$ cat config.mk
export PLATFORM = sky130hd
export DESIGN_NAME = riscv_fetch_queue
export DESIGN_NICKNAME = d
export VERILOG_FILES = /design/src/rtl/riscv_fetch_queue.sv
export SDC_FILE = /design/constraint.sdc
export NUM_CORES = 1
export LEC_CHECK = 0
export ABC_CLOCK_PERIOD_IN_PS = 5900
export CAP_MARGIN = 20
export CORE_MARGIN = 2
export CORE_UTILIZATION = 59
export CTS_CLUSTER_DIAMETER = 150
export CTS_CLUSTER_SIZE = 20
export DETAILED_ROUTE_END_ITERATION = 6
export PLACE_DENSITY = 0.82
export SLEW_MARGIN = 40
export SYNTH_ARGS = -nofsm -noshare
export SYNTH_HDL_FRONTEND = slang
export SYNTH_SLANG_ARGS = --single-unit
$ cat constraint.sdc
create_clock -name CLOCK_50 -period 5.9 [get_ports CLOCK_50]
set_input_delay 1.475 -clock CLOCK_50 [delete_from_list [all_inputs] [get_ports CLOCK_50]]
set_output_delay 1.475 -clock CLOCK_50 [all_outputs]
set_load 0.01 [all_outputs]
$ cat src/rtl/riscv_fetch_queue.sv
`default_nettype none
// ============================================================================
//  Module   : riscv_fetch_queue
//  Brief    : Instruction fetch unit feeding decode through a small FIFO with
//             credit-based read issue, redirect flush and end-of-program halt.
//  Revision : 1.0 - initial release
// ============================================================================
module riscv_fetch_queue #(
    parameter int unsigned DEPTH    = 4,
    parameter logic [31:0] EOF_WORD = 32'hFFFF_FFFF
) (
    input  logic        CLOCK_50,
    input  logic        rst,
    output logic        imem_rd_en,
    output logic [31:0] imem_index,
    input  logic [31:0] imem_data,
    input  logic        redirect,
    input  logic [31:0] redirect_pc,
    output logic        out_valid,
    input  logic        out_ready,
    output logic [31:0] out_instr,
    output logic [31:0] out_pc,
    output logic        halted,
    output logic [31:0] fetch_count
);

    localparam int unsigned       c_AW       = $clog2(DEPTH);
    localparam logic [c_AW:0]     c_CNT_ONE  = 1;
    localparam logic [c_AW+1:0]   c_DEPTH_W  = (c_AW+2)'(DEPTH);

    typedef enum logic [0:0] {
        S_RUN  = 1'b0,
        S_HALT = 1'b1
    } state_t;

    state_t          state_q, state_d;
    logic [31:0]     fetch_pc_q, fetch_pc_d;
    logic [31:0]     infl_pc_q;
    logic            infl_q;
    logic            kill_q;
    logic [c_AW-1:0] wr_ptr_q, rd_ptr_q;
    logic [c_AW:0]   count_q, count_d;
    logic [31:0]     fetch_count_q;
    logic [31:0]     ent_instr_q [DEPTH];
    logic [31:0]     ent_pc_q    [DEPTH];

    logic            w_push;
    logic            w_pop;
    logic            w_eof_ret;
    logic            w_credit;
    logic [c_AW+1:0] w_occ;
    logic [1:0]      w_unused_pc_lsb;

    assign w_unused_pc_lsb = redirect_pc[1:0];

    // A returning word is dropped if its read was killed or a flush lands this cycle.
    assign w_push    = infl_q & ~kill_q & ~redirect;
    assign w_eof_ret = w_push & (imem_data == EOF_WORD);
    assign w_occ     = {1'b0, count_q} + {{(c_AW+1){1'b0}}, infl_q};
    assign w_credit  = (w_occ < c_DEPTH_W);

    // Stopping on the EOF return itself keeps any read past the marker from issuing.
    assign imem_rd_en  = ~rst & (state_q == S_RUN) & ~redirect & ~w_eof_ret & w_credit;
    assign imem_index  = {2'b00, fetch_pc_q[31:2]};
    assign out_valid   = ~rst & (count_q != '0);
    assign w_pop       = out_valid & out_ready;
    assign out_instr   = out_valid ? ent_instr_q[rd_ptr_q] : 32'h0000_0000;
    assign out_pc      = out_valid ? ent_pc_q[rd_ptr_q]    : 32'h0000_0000;
    assign halted      = ~rst & (state_q == S_HALT);
    assign fetch_count = fetch_count_q;

    always_comb begin
        state_d = state_q;
        if (redirect) begin
            state_d = S_RUN;
        end else if (w_eof_ret) begin
            state_d = S_HALT;
        end
    end

    always_comb begin
        fetch_pc_d = fetch_pc_q;
        if (redirect) begin
            fetch_pc_d = {redirect_pc[31:2], 2'b00};
        end else if (imem_rd_en) begin
            fetch_pc_d = fetch_pc_q + 32'd4;
        end
    end

    always_comb begin
        count_d = count_q;
        if (redirect) begin
            count_d = '0;
        end else if (w_push && !w_pop) begin
            count_d = count_q + c_CNT_ONE;
        end else if (!w_push && w_pop) begin
            count_d = count_q - c_CNT_ONE;
        end
    end

    always_ff @(posedge CLOCK_50) begin
        if (rst) begin
            state_q       <= S_RUN;
            fetch_pc_q    <= 32'h0000_0000;
            infl_pc_q     <= 32'h0000_0000;
            infl_q        <= 1'b0;
            kill_q        <= 1'b0;
            wr_ptr_q      <= '0;
            rd_ptr_q      <= '0;
            count_q       <= '0;
            fetch_count_q <= 32'h0000_0000;
        end else begin
            state_q    <= state_d;
            fetch_pc_q <= fetch_pc_d;
            count_q    <= count_d;
            infl_q     <= imem_rd_en;
            kill_q     <= redirect & imem_rd_en;
            if (imem_rd_en) begin
                infl_pc_q <= fetch_pc_q;
            end
            if (w_push) begin
                fetch_count_q <= fetch_count_q + 32'd1;
            end
            if (redirect) begin
                wr_ptr_q <= '0;
                rd_ptr_q <= '0;
            end else begin
                if (w_push) begin
                    wr_ptr_q <= wr_ptr_q + 1'b1;
                end
                if (w_pop) begin
                    rd_ptr_q <= rd_ptr_q + 1'b1;
                end
            end
        end
    end

    // Entry storage carries no reset; occupancy alone decides validity.
    always_ff @(posedge CLOCK_50) begin
        if (w_push) begin
            ent_instr_q[wr_ptr_q] <= imem_data;
            ent_pc_q[wr_ptr_q]    <= infl_pc_q;
        end
    end

endmodule
`default_nettype wire

==> results of run 1 <==
cell usage after synthesis, types with 21 or more instances:
cell type	n	area (um2)
nor2_1	108	405
xnor2_1	21	184
edfxtp_1	248	7450
and2_1	64	400
xor2_1	29	254
dfxtp_1	104	2080
nand4_1	31	194
clkbuf_1	37	139
nand3_1	23	115
mux2i_1	32	320
mux4_2	62	1400
nand2_1	24	90.1
routing by layer:
layer,GRT usage (%),part of all wire [%],up-vias
met5,0,0.043,-
met4,4.83,1.8,2
met3,4.87,7.8,42
met2,40.9,49,323
met1,32.3,41,4300
li1,-,-,3925
critical path: stages:
cell             delay, ns
clkdlybuf4s50_1       0.57
nand4_1               0.18
nor4_1                0.48
and3_1                0.31
or3_2                 0.19
inv_1                 0.05
clkdlybuf4s50_1       0.47
registers in the layout (all words and copies together), names as in the netlist, 2 cells and up, named ones only:
signal,count
ent_pc_q,120
wr_ptr_q,2
count_q,3
ent_instr_q,128
fetch_count,32
rd_ptr_q,2
infl_pc_q,30
fetch_pc_q,30
power groups by stage:
| stage | clock network (mW) | logic (mW) | registers [mW] |
|---|---|---|---|
| 6_report | 1.44 | 0.231 | 2.70 |
| 3_3_place_gp | 0 | 0.224 | 2.76 |
| 3_5_place_dp | 0 | 0.230 | 2.76 |
| 4_1_cts | 1.47 | 0.232 | 2.70 |
| 5_1_grt | 1.56 | 0.249 | 2.71 |
| 2_1_floorplan | 0 | 0.102 | 2.75 |
worst max path at each step:
stage | start | to | slack (ns)
final | imem_data[28] | imem_rd_en | 0.69
after global placement | imem_data[28] | imem_rd_en | 0.73
after detailed placement | imem_data[28] | imem_rd_en | 0.73
after global routing | imem_data[28] | imem_rd_en | 0.64
after floorplan | imem_data[30] | imem_rd_en | 1.67
after CTS | imem_data[28] | imem_rd_en | 0.72
area by class of cell:
type                       instances  area (um2)  area share (%)
inverter                          15        56.3           0.330
sequential                       352        9540            55.8
tap                              319         399            2.34
timing repair buffer             207        2100            12.3
clock buffer                      36         582            3.41
multi-input combinational        534        4390            25.7
clock inverter                     2        17.5           0.103
stage by stage:
step	std cells	setup slack (ns)
after global placement	1427	0.729
after global routing	1465	0.639
after floorplan	958	1.67
final	1465	0.693
after CTS	1465	0.724
after detailed placement	1427	0.734
cell families (layout without fill, tap and decap cells):
logic type / Yosys count / count (layout) / synth area share [%]
other: 1 / 5 / 0.0264
flip-flops: 352 / 352 / 67.1
adder cells (fa/ha/maj): 8 / 8 / 0.757
multiplexers: 97 / 97 / 12.3
buffers and inverters: 72 / 260 / 2.28
XOR/XNOR: 50 / 50 / 3.08
AND/OR/NAND/NOR: 324 / 324 / 12.1
AO/OA/AOI/OAI: 50 / 50 / 2.35
==> impl_metrics.xml, run 1 <==
<?xml version="1.0" encoding="UTF-8"?>
<metrics>
  <group name="clock_tree">
    <metric name="cts.hold.buffers_added" unit="">0</metric>
    <metric name="cts_buffer_depth" unit="">3</metric>
    <metric name="cts.clk_slew.worst_paths" unit="ns">0.08</metric>
    <metric name="clock-root-buffer" unit="">clkbuf_16</metric>
    <metric name="cts_post_setup_buffers_inserted" unit="">0</metric>
    <metric name="h-tree-depth" unit="">1</metric>
    <metric name="clock_latency" unit="ns">0.53</metric>
    <metric name="cts_tree" unit="">done</metric>
    <metric name="clock_sinks" unit="">352</metric>
    <metric name="cts_inserted_buffers" unit="">21</metric>
    <metric name="cts_resized" unit="">0</metric>
  </group>
  <group name="setup_path">
    <metric name="ff2ff_path_depth" unit="">6</metric>
    <metric name="cp_max_fo" unit="">5</metric>
    <metric name="worstSetupEndpointType" unit="">primary output</metric>
    <metric name="data_required_critical_path" unit="ns">4.43</metric>
    <metric name="r2r-end" unit="">fetch_count[31]</metric>
    <metric name="crit_arrival" unit="ns">3.73</metric>
    <metric name="r2r-start" unit="">infl_q</metric>
    <metric name="worst_r2r_setup_slack" unit="ns">3.15</metric>
    <metric name="cp-start-kind" unit="">input pin</metric>
    <metric name="timing.setup.critical_path_class" unit="">input pin to primary output</metric>
  </group>
  <group name="pwr">
    <metric name="total_switching_power" unit="mW">0.914</metric>
    <metric name="power_switching_share" unit="%">20.9</metric>
    <metric name="power_leakage" unit="nW">5.63</metric>
    <metric name="internal-power" unit="mW">3.46</metric>
    <metric name="clock_power_share" unit="%">33.0</metric>
    <metric name="power_frac_comb" unit="%">5.3</metric>
    <metric name="finalPower" unit="mW">4.38</metric>
    <metric name="power-per-cell-area" unit="nW/um2">256</metric>
    <metric name="pwr-share-seq" unit="%">61.8</metric>
    <metric name="ir_worst_vdd" unit="mV">0.202</metric>
  </group>
  <group name="drt">
    <metric name="routed-via-count" unit="">8592</metric>
    <metric name="post_drt_wl_per_cell" unit="um">20.8</metric>
    <metric name="wl" unit="um">30500</metric>
    <metric name="number_of_optimization_iterations_in_the_first_detailed_route_pass" unit="">5</metric>
    <metric name="ant_nets" unit="">0</metric>
    <metric name="post_drt_via_cell_ratio" unit="">5.86</metric>
    <metric name="drt_first_iter_violations" unit="">667</metric>
    <metric name="drc_errors" unit="">0</metric>
  </group>
  <group name="global_routing">
    <metric name="global_route.overflow_total" unit="">0</metric>
    <metric name="grt.total_usage" unit="%">23.9</metric>
    <metric name="grt_first_pass_wirelength" unit="um">47700</metric>
    <metric name="largest_net_degree_at_the_start_of_global_routing" unit="">91</metric>
    <metric name="grt_antenna_before_repair" unit="">1</metric>
    <metric name="first_global_vias" unit="">8573</metric>
  </group>
  <group name="timing">
    <metric name="period_needed" unit="ns">5.21</metric>
    <metric name="final.period_utilization" unit="%">88.2</metric>
    <metric name="final.setup.tns" unit="ns">0</metric>
    <metric name="final.hold.worst_slack" unit="ns">0.506</metric>
    <metric name="rsz0062_at_grt" unit="">false</metric>
    <metric name="slew_violations" unit="">0</metric>
    <metric name="timing.clock.skew" unit="ns">0.0157</metric>
    <metric name="worstMarginPinSlew" unit="ns">0.766</metric>
    <metric name="max_freq" unit="GHz">0.192</metric>
    <metric name="finalSetupViolCount" unit="">0</metric>
    <metric name="relSlewSlack" unit="%">48.6</metric>
    <metric name="final-hold-violation-count" unit="">0</metric>
  </group>
  <group name="layout">
    <metric name="filler_cell_count" unit="">1590</metric>
    <metric name="layout.nets" unit="">1207</metric>
    <metric name="final_core_utilization" unit="%">72.5</metric>
    <metric name="drive_gt1_share" unit="%">10.8</metric>
    <metric name="diodes" unit="">0</metric>
    <metric name="most-common-layout-cells" unit="">edfxtp_1, clkdlybuf4s50_1, nor2_1, dfxtp_1, and2_1</metric>
    <metric name="mostFrequentLayoutCell" unit="">edfxtp_1</metric>
    <metric name="fin_area" unit="um2">17100</metric>
    <metric name="area_overhead_vs_synth" unit="%">20.2</metric>
  </group>
  <group name="worst_hold_path">
    <metric name="min-delay-start" unit="">infl_pc_q[6]</metric>
    <metric name="hold-path-endpoint" unit="">ent_pc_q[1][6]</metric>
    <metric name="worstHoldPathType" unit="">flop to flop</metric>
    <metric name="whs_path_depth" unit="">0</metric>
  </group>
  <group name="floorplan">
    <metric name="initial_utilization" unit="%">60.3</metric>
    <metric name="num_rows" unit="">56</metric>
    <metric name="die_w" unit="um">159</metric>
    <metric name="fp.dieH" unit="um">159</metric>
    <metric name="io-pin-count" unit="">199</metric>
    <metric name="core_area" unit="um2">23500</metric>
    <metric name="dieArea" unit="um2">25300</metric>
  </group>
  <group name="synthesis">
    <metric name="synth_edf_count" unit="">248</metric>
    <metric name="ys_warn_count" unit="">0</metric>
    <metric name="primary_ff_master_synth" unit="">edfxtp_1</metric>
    <metric name="synth_seq_area_share" unit="%">67.1</metric>
    <metric name="async_flop_share" unit="%">0</metric>
    <metric name="postSynthCellCount" unit="">954</metric>
    <metric name="netlist_area" unit="um2">14200</metric>
    <metric name="synth_seq_cells" unit="">352</metric>
    <metric name="syn_avg_cell_area" unit="um2">14.9</metric>
    <metric name="post_synth_num_cell_types" unit="">51</metric>
  </group>
  <group name="placement">
    <metric name="postPlaceCellArea" unit="um2">16500</metric>
    <metric name="buffer_ports.inserted" unit="">192</metric>
    <metric name="dpl.hpwl" unit="um">19500</metric>
    <metric name="gp_routability_congestion" unit="">0.829</metric>
  </group>
  <group name="job">
    <metric name="max_cap_viol_count" unit="">0</metric>
  </group>
  <group name="outcome">
    <metric name="run_status" unit="">completed</metric>
  </group>
</metrics>
No activity file was read; power rests on OpenSTA's default activity.
==> inputs of run 2 (changes only) <==
- CAP_MARGIN: 20 -> 0
- PLACE_DENSITY: 0.82 -> 0.85
==> run 2 against run 1 <==
Effect of this change: die area did not move; worst hold slack improved by 0.0015 ns; sequential share of layout area barely moved; sequential cell count did not move; critical path type unchanged; highest routed layer is now met4.
==> impl_metrics.xml, run 2 (synthesized netlist as in run 1, its figures left out) <==
<?xml version="1.0" encoding="UTF-8"?>
<metrics>
  <group name="outcome">
    <metric name="run_status" unit="">completed</metric>
  </group>
  <group name="timing">
    <metric name="rsz0062_at_grt" unit="">false</metric>
    <metric name="finalSetupViolCount" unit="">0</metric>
    <metric name="period_needed" unit="ns">5.20</metric>
    <metric name="worstMarginPinSlew" unit="ns">0.786</metric>
    <metric name="slew_violations" unit="">0</metric>
    <metric name="final.setup.worst_slack" unit="ns">0.703</metric>
    <metric name="timing.clock.skew" unit="ns">0.0190</metric>
    <metric name="relSlewSlack" unit="%">47.6</metric>
    <metric name="max_freq" unit="GHz">0.192</metric>
    <metric name="final.setup.tns" unit="ns">0</metric>
    <metric name="final.hold.worst_slack" unit="ns">0.508</metric>
    <metric name="final.period_utilization" unit="%">88.1</metric>
    <metric name="final-hold-violation-count" unit="">0</metric>
  </group>
  <group name="layout">
    <metric name="layout.nets" unit="">1208</metric>
    <metric name="registers.top_by_ff_count" unit="">ent_instr_q</metric>
    <metric name="diodes" unit="">0</metric>
    <metric name="filler_cell_count" unit="">1561</metric>
    <metric name="most-common-layout-cells" unit="">edfxtp_1, clkdlybuf4s50_1, nor2_1, dfxtp_1, and2_1</metric>
    <metric name="final_core_utilization" unit="%">72.6</metric>
    <metric name="area_overhead_vs_synth" unit="%">20.3</metric>
    <metric name="mostFrequentLayoutCell" unit="">edfxtp_1</metric>
    <metric name="largest_register_ffs" unit="">128</metric>
    <metric name="drive_gt1_share" unit="%">10.8</metric>
  </group>
  <group name="clock_tree">
    <metric name="cts_resized" unit="">0</metric>
    <metric name="clock_latency" unit="ns">0.51</metric>
    <metric name="cts.hold.buffers_added" unit="">0</metric>
    <metric name="cts_inserted_buffers" unit="">21</metric>
    <metric name="clock_sinks" unit="">352</metric>
    <metric name="clock-root-buffer" unit="">clkbuf_16</metric>
    <metric name="h-tree-depth" unit="">1</metric>
    <metric name="cts.clk_slew.worst_paths" unit="ns">0.08</metric>
    <metric name="cts_tree" unit="">done</metric>
    <metric name="cts_buffer_depth" unit="">3</metric>
    <metric name="cts_post_setup_buffers_inserted" unit="">0</metric>
  </group>
  <group name="drt">
    <metric name="number_of_optimization_iterations_in_the_first_detailed_route_pass" unit="">5</metric>
    <metric name="ant_nets" unit="">0</metric>
    <metric name="drc_errors" unit="">0</metric>
    <metric name="routed-via-count" unit="">8632</metric>
    <metric name="wl" unit="um">31100</metric>
    <metric name="post_drt_via_cell_ratio" unit="">5.89</metric>
    <metric name="post_drt_wl_per_cell" unit="um">21.2</metric>
    <metric name="drt_first_iter_violations" unit="">729</metric>
  </group>
  <group name="global_routing">
    <metric name="first_global_vias" unit="">8493</metric>
    <metric name="grt.total_usage" unit="%">24.2</metric>
    <metric name="largest_net_degree_at_the_start_of_global_routing" unit="">67</metric>
    <metric name="global_route.overflow_total" unit="">0</metric>
    <metric name="grt_first_pass_wirelength" unit="um">48000</metric>
    <metric name="grt_antenna_before_repair" unit="">0</metric>
  </group>
  <group name="floorplan">
    <metric name="num_rows" unit="">56</metric>
    <metric name="io-pin-count" unit="">199</metric>
    <metric name="core_area" unit="um2">23500</metric>
    <metric name="die_w" unit="um">159</metric>
    <metric name="fp.dieH" unit="um">159</metric>
    <metric name="initial_utilization" unit="%">60.3</metric>
    <metric name="dieArea" unit="um2">25300</metric>
  </group>
  <group name="placement">
    <metric name="preCtsSetupSlack" unit="ns">0.680</metric>
    <metric name="buffer_ports.inserted" unit="">192</metric>
    <metric name="dpl.hpwl" unit="um">20200</metric>
    <metric name="gp_routability_congestion" unit="">0.822</metric>
  </group>
  <group name="setup_path">
    <metric name="critPathMaxStageDelay" unit="ns">0.56</metric>
    <metric name="worstSetupEndpointType" unit="">primary output</metric>
    <metric name="critPathBufInv" unit="">3</metric>
    <metric name="path_common_cell" unit="">clkdlybuf4s50_1</metric>
    <metric name="cp-start-kind" unit="">input pin</metric>
    <metric name="worstPathCellList" unit="">clkdlybuf4s50_1 -&gt; nand4_1 -&gt; nor4_1 -&gt; and3_1 -&gt; or3_2 -&gt; inv_1 -&gt; clkdlybuf4s50_1</metric>
    <metric name="timing.setup.critical_path_class" unit="">input pin to primary output</metric>
    <metric name="cp_max_fo" unit="">5</metric>
    <metric name="critPathTopFamily" unit="">simple AND/OR/NAND/NOR gates</metric>
    <metric name="crit_arrival" unit="ns">3.72</metric>
    <metric name="crit_path_start" unit="">imem_data[29]</metric>
    <metric name="r2r-start" unit="">fetch_pc_q[4]</metric>
    <metric name="critical_path.slowest_cell" unit="">clkdlybuf4s50_1</metric>
    <metric name="data_required_critical_path" unit="ns">4.43</metric>
  </group>
  <group name="pwr">
    <metric name="power-per-cell-area" unit="nW/um2">256</metric>
    <metric name="ir_worst_vdd" unit="mV">0.153</metric>
    <metric name="power_leakage" unit="nW">5.63</metric>
    <metric name="finalPower" unit="mW">4.37</metric>
  </group>
  <group name="worst_hold_path">
    <metric name="min-delay-start" unit="">infl_pc_q[27]</metric>
    <metric name="worstHoldPathType" unit="">flop to flop</metric>
  </group>
  <group name="job">
    <metric name="max_cap_viol_count" unit="">0</metric>
  </group>
</metrics>
==> run 2: final timing paths <==
check               endpoint  slack (ns)  depth (start not counted)
max               imem_rd_en        0.70                          7
min          ent_pc_q[2][27]        0.51                          0
max reg2reg   fetch_pc_q[23]        3.21                          6
min reg2reg  ent_pc_q[2][27]        0.51                          0
==> run 2: stage by stage <==
| step | cells | instance area [um2] |
|---|---|---|
| floorplan | 958 | 14200 |
| global placement | 1427 | 16500 |
| detailed placement | 1428 | 16500 |
| CTS | 1465 | 17100 |
| global route | 1465 | 17100 |
| finish | 1465 | 17100 |
==> run 2: power by group <==
group | leakage (nW) | total, mW | switching, mW | internal [mW]
Sequential | 3.11 | 2.70 | 0.0405 | 2.66
Combinational | 2.25 | 0.233 | 0.113 | 0.120
Clock | 0.281 | 1.43 | 0.754 | 0.677
==> run 2: worst reg2reg max path, stage by stage (launching register included) <==
cell and delay (ns):
dfxtp_1 0.50, and4_1 0.48, nand3_4 0.12, or3_4 0.39, nor4b_1 0.58, mux2_2 0.41, nor3_1 0.15
==> run 2: final cells by class <==
type                       instances  area (um2)  share of cell area (%)
multi-input combinational        534        4390                    25.7
clock buffer                      36         582                    3.41
sequential                       352        9540                    55.8
clock inverter                     1        8.76                  0.0513
tap                              319         399                    2.34
inverter                          15        56.3                   0.330
timing repair buffer             208        2110                    12.4
==> run 2: routing by layer <==
layer | GRT usage [%] | vias to the layer above | wire [um]
met2 | 41.0 | 378 | 15200
li1 | - | 3916 | -
met4 | 5.54 | 0 | 684
met3 | 4.90 | 47 | 2640
met1 | 32.7 | 4291 | 12500
met5 | 0 | - | 0
==> inputs of run 3 (changes only) <==
- CAP_MARGIN: 0 -> default
- SKIP_CTS_REPAIR_TIMING: default -> 1
==> results of run 3 <==
Final layout, timing and power as in run 2 (identical DEF).
